--- config.mk ---
export PLATFORM = sky130hd
export DESIGN_NAME = render_layer_compositor
export DESIGN_NICKNAME = d
export VERILOG_FILES = /design/src/rtl/render_layer_compositor.sv
export SDC_FILE = /design/constraint.sdc
export NUM_CORES = 1
export LEC_CHECK = 0
export BUFFER_PORTS_ARGS = -buffer_cell sky130_fd_sc_hd__buf_4
export CAP_MARGIN = 20
export CORE_MARGIN = 10
export CORE_UTILIZATION = 52
export DETAILED_ROUTE_END_ITERATION = 12
export GPL_TIMING_DRIVEN = 1
export MAX_ROUTING_LAYER = met4
export PLACE_DENSITY_LB_ADDON = 0.15
export SYNTH_ARGS = -nofsm -noshare
export SYNTH_HDL_FRONTEND = slang
export SYNTH_SLANG_ARGS = --single-unit
--- constraint.sdc ---
create_clock -name clk -period 1.84 [get_ports clk]
set_input_delay 0.552 -clock clk [delete_from_list [all_inputs] [get_ports clk]]
set_output_delay 0.552 -clock clk [all_outputs]
set_load 0.005 [all_outputs]
--- src/rtl/render_layer_compositor.sv ---
// Fixed-priority compositor for the VGA render path with a frame-boundary-synchronised
// layer enable/flash configuration and a two-stage pixel pipeline.
module render_layer_compositor #(
  parameter int                  N_LAYERS  = 5,
  parameter logic [23:0]         BG_RGB    = 24'h5DADE2,
  parameter logic [23:0]         KEY_RGB   = 24'hFF00FF,
  parameter logic                VS_ACTIVE = 1'b0,
  parameter int                  FLASH_BIT = 4,
  parameter logic [N_LAYERS-1:0] RESET_EN  = '1
) (
  input  logic                              clk,
  input  logic                              reset,
  input  logic                              de_in,
  input  logic                              hsync_in,
  input  logic                              vsync_in,
  input  logic [24*N_LAYERS-1:0]            layer_rgb_in,
  input  logic                              cfg_valid,
  output logic                              cfg_ready,
  input  logic [N_LAYERS-1:0]               cfg_layer_en,
  input  logic [N_LAYERS-1:0]               cfg_flash_mask,
  output logic [23:0]                       rgb_out,
  output logic                              de_out,
  output logic                              hsync_out,
  output logic                              vsync_out,
  output logic                              frame_start,
  output logic [$clog2(N_LAYERS+1)-1:0]     win_layer
);

  localparam int WIN_W = $clog2(N_LAYERS + 1);

  // Configuration / frame tracking
  logic                vs_hist_q;
  logic                fb;
  logic                xfer;
  logic                apply;
  logic [N_LAYERS-1:0] en_act_q, en_act_d;
  logic [N_LAYERS-1:0] flash_act_q, flash_act_d;
  logic [N_LAYERS-1:0] en_pend_q, en_pend_d;
  logic [N_LAYERS-1:0] flash_pend_q, flash_pend_d;
  logic                pend_valid_q, pend_valid_d;
  logic [5:0]          frame_cnt_q, frame_cnt_d;
  logic [N_LAYERS-1:0] en_eff, flash_eff;
  logic                flash_phase;

  assign fb        = (vsync_in == VS_ACTIVE) && (vs_hist_q != VS_ACTIVE);
  assign cfg_ready = !pend_valid_q;
  assign xfer      = cfg_valid && !pend_valid_q;
  assign apply     = fb && pend_valid_q;

  always_comb begin
    en_act_d     = en_act_q;
    flash_act_d  = flash_act_q;
    en_pend_d    = en_pend_q;
    flash_pend_d = flash_pend_q;
    pend_valid_d = pend_valid_q;
    frame_cnt_d  = frame_cnt_q;
    if (fb) begin
      frame_cnt_d = frame_cnt_q + 6'd1;
    end
    if (apply) begin
      en_act_d     = en_pend_q;
      flash_act_d  = flash_pend_q;
      pend_valid_d = 1'b0;
    end
    // xfer implies no pending set, so it can never collide with apply
    if (xfer) begin
      en_pend_d    = cfg_layer_en;
      flash_pend_d = cfg_flash_mask;
      pend_valid_d = 1'b1;
    end
  end

  // The pixel entering stage 1 during fb already sees the new frame's settings
  assign en_eff      = apply ? en_pend_q    : en_act_q;
  assign flash_eff   = apply ? flash_pend_q : flash_act_q;
  assign flash_phase = frame_cnt_d[FLASH_BIT];

  always_ff @(posedge clk) begin
    if (reset) begin
      vs_hist_q    <= VS_ACTIVE;
      en_act_q     <= RESET_EN;
      flash_act_q  <= '0;
      en_pend_q    <= '0;
      flash_pend_q <= '0;
      pend_valid_q <= 1'b0;
      frame_cnt_q  <= '0;
    end else begin
      vs_hist_q    <= vsync_in;
      en_act_q     <= en_act_d;
      flash_act_q  <= flash_act_d;
      en_pend_q    <= en_pend_d;
      flash_pend_q <= flash_pend_d;
      pend_valid_q <= pend_valid_d;
      frame_cnt_q  <= frame_cnt_d;
    end
  end

  // Stage 1
  logic [N_LAYERS-1:0]   vis_d;
  logic [N_LAYERS-1:0]   vis_s1_q;
  logic [24*N_LAYERS-1:0] rgb_s1_q;
  logic                  de_s1_q, hs_s1_q, vs_s1_q, fb_s1_q;

  always_comb begin
    vis_d = '0;
    for (int i = 0; i < N_LAYERS; i++) begin
      vis_d[i] = en_eff[i] && !(flash_eff[i] && flash_phase) &&
                 (layer_rgb_in[24*i +: 24] != KEY_RGB);
    end
  end

  always_ff @(posedge clk) begin
    if (reset) begin
      vis_s1_q <= '0;
      rgb_s1_q <= '0;
      de_s1_q  <= 1'b0;
      hs_s1_q  <= !VS_ACTIVE;
      vs_s1_q  <= !VS_ACTIVE;
      fb_s1_q  <= 1'b0;
    end else begin
      vis_s1_q <= vis_d;
      rgb_s1_q <= layer_rgb_in;
      de_s1_q  <= de_in;
      hs_s1_q  <= hsync_in;
      vs_s1_q  <= vsync_in;
      fb_s1_q  <= fb;
    end
  end

  // Stage 2
  logic [23:0]      rgb_d;
  logic [WIN_W-1:0] win_d;

  always_comb begin
    rgb_d = BG_RGB;
    win_d = WIN_W'(N_LAYERS);
    for (int i = N_LAYERS - 1; i >= 0; i--) begin
      if (vis_s1_q[i]) begin
        rgb_d = rgb_s1_q[24*i +: 24];
        win_d = WIN_W'(i);
      end
    end
    if (!de_s1_q) begin
      rgb_d = '0;
      win_d = WIN_W'(N_LAYERS);
    end
  end

  always_ff @(posedge clk) begin
    if (reset) begin
      rgb_out     <= '0;
      win_layer   <= WIN_W'(N_LAYERS);
      de_out      <= 1'b0;
      hsync_out   <= !VS_ACTIVE;
      vsync_out   <= !VS_ACTIVE;
      frame_start <= 1'b0;
    end else begin
      rgb_out     <= rgb_d;
      win_layer   <= win_d;
      de_out      <= de_s1_q;
      hsync_out   <= hs_s1_q;
      vsync_out   <= vs_s1_q;
      frame_start <= fb_s1_q;
    end
  end

endmodule
==> results.cfg, run 1 <==
[setup_path]
critPathTopFamily = flip-flops
cp.buffers_inverters = 2
crit_path_start_kind = flop
r2r_cells = 5
slowest_delay_ps = 370
slowest_stage = dfxtp_1
crit_chain = inv_1 > buf_4
cp_max_fo = 4
critical_path_class = flop to primary output
worst_ep_required_time_ps = 1290
crit_arrival_ps = 990
end_kind = primary output
cp.depth = 2

[drt]
finalWirelength_um = 17300
top_layer = met4
met3_length_um = 825
first_pass_iters = 5
wl_met1_um = 8250
drc_errors = 0
ant_nets = 0
met2_length_um = 7930
initialDrtViolationCount = 331
vias = 5115
via_per_inst = 5.17
wl_per_cell_um = 17.5

[final_layout]
antennaDiodeCount = 0
final_cell_count_no_fill = 990
syn_to_final_growth_pct = 31.7
final_area_um2 = 8600
multi_input_area_um2 = 2430
drive_above_1_share_pct = 26.9
regArea_um2 = 3740
nets = 949
n_fill_cell = 917
postLayoutCoreUtil_pct = 70.7

[power]
p_switching_mw = 1.91
power_switching_share_pct = 21.7
finalPower_mw = 8.80
power.leakage_nw = 3.68
peakVddDrop_mv = 0.621
clockPowerShare_pct = 41.0
power_density_nw_per_um2 = 1020
p_int_mw = 6.89
p_seq_share_pct = 49.0
combPwrFrac_pct = 10.0

[floorplan]
die_y_um = 132
initial_core_util_pct = 53.7
boundaryPins = 168
row_count = 40
core_area_um2 = 12200
die-width_um = 132
dieArea_um2 = 17400

[timing]
fin_crit_ps = 1540
final.period_utilization_pct = 83.9
layout_setup_ws_ps = 296
slew_viol_final = 0
slew_headroom_pct = 58.4
whs_ps = 316
setup-tns-final_ps = 0
max_freq_mhz = 647
hold_viol = 0
clock_skew_ps = 5.68
rsz0062_at_grt = no
tightest_slew_ps = 623
setup_viol = 0

[grt]
grt.overflow.total = 0
grt_pass1_vias = 5232
grt_max_degree = 64
grt_use_total_pct = 20.0
antenna_found_initial = 0
grt_pass1_wl_um = 27000

[yosys]
synth_edf_count = 0
ys.flop_type = dfxtp_1
ys_warn_count = 0
syn_nets = 786
async_flop_share_pct = 0
syn_area_per_cell_um2 = 10.1
ys_types = 32
synth_cells = 649
seq_area_frac_synth_pct = 57.3
syn-cell-area_um2 = 6530
synth_seq_cells = 187

[placement]
dp_slack_ps = -109
hpwlAfterDp_um = 13200
placed_area_um2 = 8020
routabilityCongestion = 0.927
dp_cells = 961
io_buffers = 167

[min_path]
whs_path_depth = 2
hold_path.class = input pin to flop

[cts]
clk_latency_ps = 420
cts_setup_buffers = 0
root_buffer = clkbuf_16
htreeDepth = 4
cts_made_buffers = 17
clkTransAtPathRegs_ps = 60
cts.path.max_buffers = 2
cts_hold_buf = 0
post_cts_resized = 0
cts_sinks = 187
cts_tree = done

[status]
run_status = finished, final reports clean

[run]
cap_violations = 0
-- sequential cells by signal, summed over array words and instances (netlist names), 3 cells and up --
name,cells
rgb_s1_q,120
rgb_out,24
vis_s1_q,5
en_pend_q,5
win_layer,3
en_act_q,5
flash_pend_q,5
frame_cnt_q,5
flash_act_q,5
-- kinds of logic after synthesis --
logic type | synth area share, %
AOI/OAI and AO/OA | 12.3
adders and majority gates | 0.192
DFF | 57.3
buffers and inverters | 5.46
muxes | 1.69
xor gates and xnor gates | 0.537
and+or+nand+nor | 22.5
-- cell usage in the layout (no fill, tap or decap), drive strengths merged, types with 10 or more instances in the layout --
cell,count
nand2b,16
inv,44
buf,189
nand4,12
a221o,38
dfxtp,187
a21oi,48
mux2i,11
a22oi,10
clkbuf,21
nor2,15
nand2,36
nor2b,128
nand3,10
-- layer usage --
metal  up-vias  track usage, %
li1       2511               -
met1      2410            25.6
met2       173            30.4
met3        21            4.69
met4         0            6.37
met5         -               -
-- layout make-up --
class	instances	share of cell area [%]
clock buffer	21	5.36
multi-input combinational	373	28.3
sequential	187	43.5
inverter	44	1.92
tap	168	2.44
timing repair buffer	189	17.1
clock inverter	8	1.40
-- cell usage after synthesis, types with 10 or more instances --
cell / number / area share [%]
dfxtp_1: 187 / 57
nor2b_1: 127 / 12
a21oi_1: 48 / 3.7
inv_1: 44 / 2.5
a221o_1: 38 / 5.8
clkbuf_1: 36 / 2.1
nand2_1: 36 / 2.1
nand2b_1: 16 / 1.5
nor2_1: 15 / 0.86
nand4_1: 12 / 1.1
mux2i_1: 11 / 1.7
a22oi_1: 10 / 1.1
nand3_1: 10 / 0.77
-- power groups by stage --
stage	sequential (mW)	combinational, mW	clock (mW)
final	4.31	0.879	3.61
after global routing	4.33	0.959	3.82
after CTS	4.31	0.878	3.65
after detailed placement	4.40	0.872	0
after global placement	4.39	0.854	0
after floorplan	4.37	0.438	0
-- final timing paths --
kind                                                start                endpoint  slack (ps)
worst max-delay path            pend_valid_q$_SDFFE_PP0P_               cfg_ready         300
worst min-delay path                             hsync_in      hs_s1_q$_SDFF_PP1_         320
worst max register to register     vis_s1_q[4]$_SDFF_PP0_  rgb_out[19]$_SDFF_PP0_         320
worst min register to register         hs_s1_q$_SDFF_PP1_    hsync_out$_SDFF_PP1_         420
Note: power is estimated with default switching activity, not from simulation.
==> inputs of run 2 (changes only) <==
--- a/config.mk
+++ b/config.mk
@@ -5,10 +5,11 @@
 export SDC_FILE = /design/constraint.sdc
 export NUM_CORES = 1
 export LEC_CHECK = 0
+export ABC_AREA = 1
 export BUFFER_PORTS_ARGS = -buffer_cell sky130_fd_sc_hd__buf_4
 export CAP_MARGIN = 20
 export CORE_MARGIN = 10
-export CORE_UTILIZATION = 52
+export CORE_UTILIZATION = 48
 export DETAILED_ROUTE_END_ITERATION = 12
 export GPL_TIMING_DRIVEN = 1
 export MAX_ROUTING_LAYER = met4
==> constraint.sdc (replaced) <==
create_clock -name clk -period 1.4 [get_ports clk]
set_input_delay 0.42 -clock clk [delete_from_list [all_inputs] [get_ports clk]]
set_output_delay 0.42 -clock clk [all_outputs]
set_load 0.005 [all_outputs]
==> run 2 against run 1 <==
Compared with the run above:
- sequential power up 32%
- final cell count up 31%
- global-route usage down 0.91 points
- via count up 16%
- clock-buffer cell count unchanged
- register-to-register slack worse by 210 ps
==> results.cfg, run 2 <==
[timing]
clock_skew_ps = 6.73
setup_viol = 0
tightest_slew_ps = 322
setup-tns-final_ps = 0
max_freq_mhz = 724
hold_viol = 0
slew_viol_final = 0
slew_headroom_pct = 78.3
final.period_utilization_pct = 98.6
fin_crit_ps = 1380
rsz0062_at_grt = no

[final_layout]
final_common_cell = nor2_1
regArea_um2 = 3750
largestRegisters = rgb_s1_q x120, rgb_out x24
antennaDiodeCount = 0
n_fill_cell = 1343
final_cell_mix = 236 x nor2_1, 184 x dfxtp_1, 179 x buf_4
final_cell_count_no_fill = 1300
nets = 1240
postLayoutCoreUtil_pct = 62.9
top_register = rgb_s1_q
multi_input_area_um2 = 2360
syn_to_final_growth_pct = 29.5
largest_register_ffs = 120
drive_above_1_share_pct = 22.0

[setup_path]
critical_path_class = flop to primary output
worst_ep_required_time_ps = 980
critPathTopFamily = flip-flops
slowest_delay_ps = 340
r2r_start = vis_s1_q[0]$_SDFF_PP0_
startpoint = pend_valid_q$_SDFFE_PP0P_
end_kind = primary output
crit_path_start_kind = flop
crit_chain = inv_1 > buf_4
cp_max_fo = 2
cp.buffers_inverters = 2
crit_arrival_ps = 960
slowest_stage = dfxtp_4

[cts]
clk_latency_ps = 430
cts.path.max_buffers = 2
clkTransAtPathRegs_ps = 60
htreeDepth = 4
cts_made_buffers = 17
cts_hold_buf = 0
root_buffer = clkbuf_16
cts_tree = done
cts_sinks = 187

[yosys]
async_flop_share_pct = 0
synth_edf_count = 0
synth_cells = 941
synth_seq_cells = 187
yosysTopAreaCellShare_pct = 53.4
syn_nets = 1078
seq_area_frac_synth_pct = 53.4
ys_top_cells_by_count = 237 x nor2_1, 187 x dfxtp_1, 165 x inv_1
ys_types = 31
syn-cell-area_um2 = 7010
ys.flop_type = dfxtp_1
synth.most_common_cell = nor2_1
synth_area_leaders = dfxtp_1 53%, nor2_1 13%, inv_1 8.8%, nand2_1 7.7%, a21oi_1 3.5%
ys_warn_count = 0
syn_area_per_cell_um2 = 7.44
yosys.area.top_type = dfxtp_1

[min_path]
hp-start = hsync_in
hold_path.class = input pin to flop

[power]
p_int_mw = 9.07
combPwrFrac_pct = 10.9
p_seq_share_pct = 48.1
power_switching_share_pct = 23.2
power_density_nw_per_um2 = 1300
peakVddDrop_mv = 0.857
power.leakage_nw = 4.64
clockPowerShare_pct = 41.1
p_switching_mw = 2.74

[placement]
dp_cells = 1267
routabilityCongestion = 0.832
io_buffers = 167
hpwlAfterDp_um = 14400

[grt]
antenna_found_initial = 0
grt_pass1_vias = 5836
grt_max_degree = 77
grt_use_total_pct = 19.0
grt.overflow.total = 0
grt_pass1_wl_um = 29100

[floorplan]
core_area_um2 = 14400
die-width_um = 141
die_y_um = 141
dieArea_um2 = 19800
row_count = 44
boundaryPins = 168
initial_core_util_pct = 48.6

[drt]
wl_per_cell_um = 14.3
first_pass_iters = 4
ant_nets = 0
initialDrtViolationCount = 376
drc_errors = 0
finalWirelength_um = 18600
vias = 5913
via_per_inst = 4.55

[run]
cap_violations = 0

[status]
run_status = finished, final reports clean
run 2: changes by cell type in the layout (fill, tap and decap cells not counted), sizes merged, moves of 8 or more:
cell and delta:
mux2i -11, o21ai +31, nor2b -128, a221o -38, nand2 +113, nand2b -16, nand3 +18, nand4 -8
inv +131, a22oi +10, nor2 +225
run 2: cells by family (layout without fill, tap and decap cells):
family	count (synthesis)	in the layout	synth area share, %
AND/OR/NAND/NOR	426	426	24.4
adder cells (fa/ha/maj)	1	1	0.179
AO/OA/AOI/OAI	107	107	8.77
buffers and inverters	218	393	13.0
flip-flops	187	187	53.4
XOR/XNOR	2	2	0.250
run 2: timing repair:
action,CTS,global route
endpoints found under the setup margin,1,8
buffers inserted,1,0
resized for setup,2,5
run 2: worst paths after layout:
kind | end | cells after the start | slack [ps]
setup / recovery | cfg_ready | 2 | 20
hold / removal | hs_s1_q$_SDFF_PP1_ | 2 | 170
setup reg to reg | rgb_out[9]$_SDFF_PP0_ | 5 | 110
hold reg to reg | frame_start$_SDFF_PP0_ | 2 | 400
run 2: cell type report:
cell class                      count  area share (%)
Sequential cell                   187            41.3
Inverter                          176            7.32
Clock buffer                       21            5.08
Timing Repair Buffer              185            16.1
Clock inverter                     11            1.59
Multi-Input combinational cell    536            26.0
Tap cell                          184            2.54
run 2: power by group through the flow:
stage / clock network (mW) / logic, mW / registers (mW)
after floorplan: 0 / 0.693 / 5.76
after global placement: 0 / 1.27 / 5.79
after detailed placement: 0 / 1.28 / 5.80
after CTS: 4.90 / 1.30 / 5.68
after global routing: 5.15 / 1.45 / 5.70
final: 4.85 / 1.29 / 5.68
run 2: metrics by stage:
| stage | total power, mW | setup WS [ps] | hold slack, ps | instance area [um^2] |
|---|---|---|---|---|
| after global placement | 7.07 | 51.7 | 388 | 8450 |
| after floorplan | 6.46 | 289 | 383 | 7010 |
| after CTS | 11.9 | 17.1 | 159 | 9060 |
| after detailed placement | 7.08 | 21.1 | 397 | 8450 |
| after global routing | 12.3 | 0.837 | 180 | 9070 |
| final | 11.8 | 19.2 | 168 | 9070 |
run 2: layer usage:
| metal | vias up | share of wire [%] | GRT usage [%] |
|---|---|---|---|
| met2 | 144 | 49 | 31.1 |
| met5 | - | 0 | - |
| met4 | 0 | 2.1 | 7.45 |
| met1 | 2616 | 43 | 22.2 |
| met3 | 32 | 5.3 | 4.53 |
| li1 | 3121 | - | - |
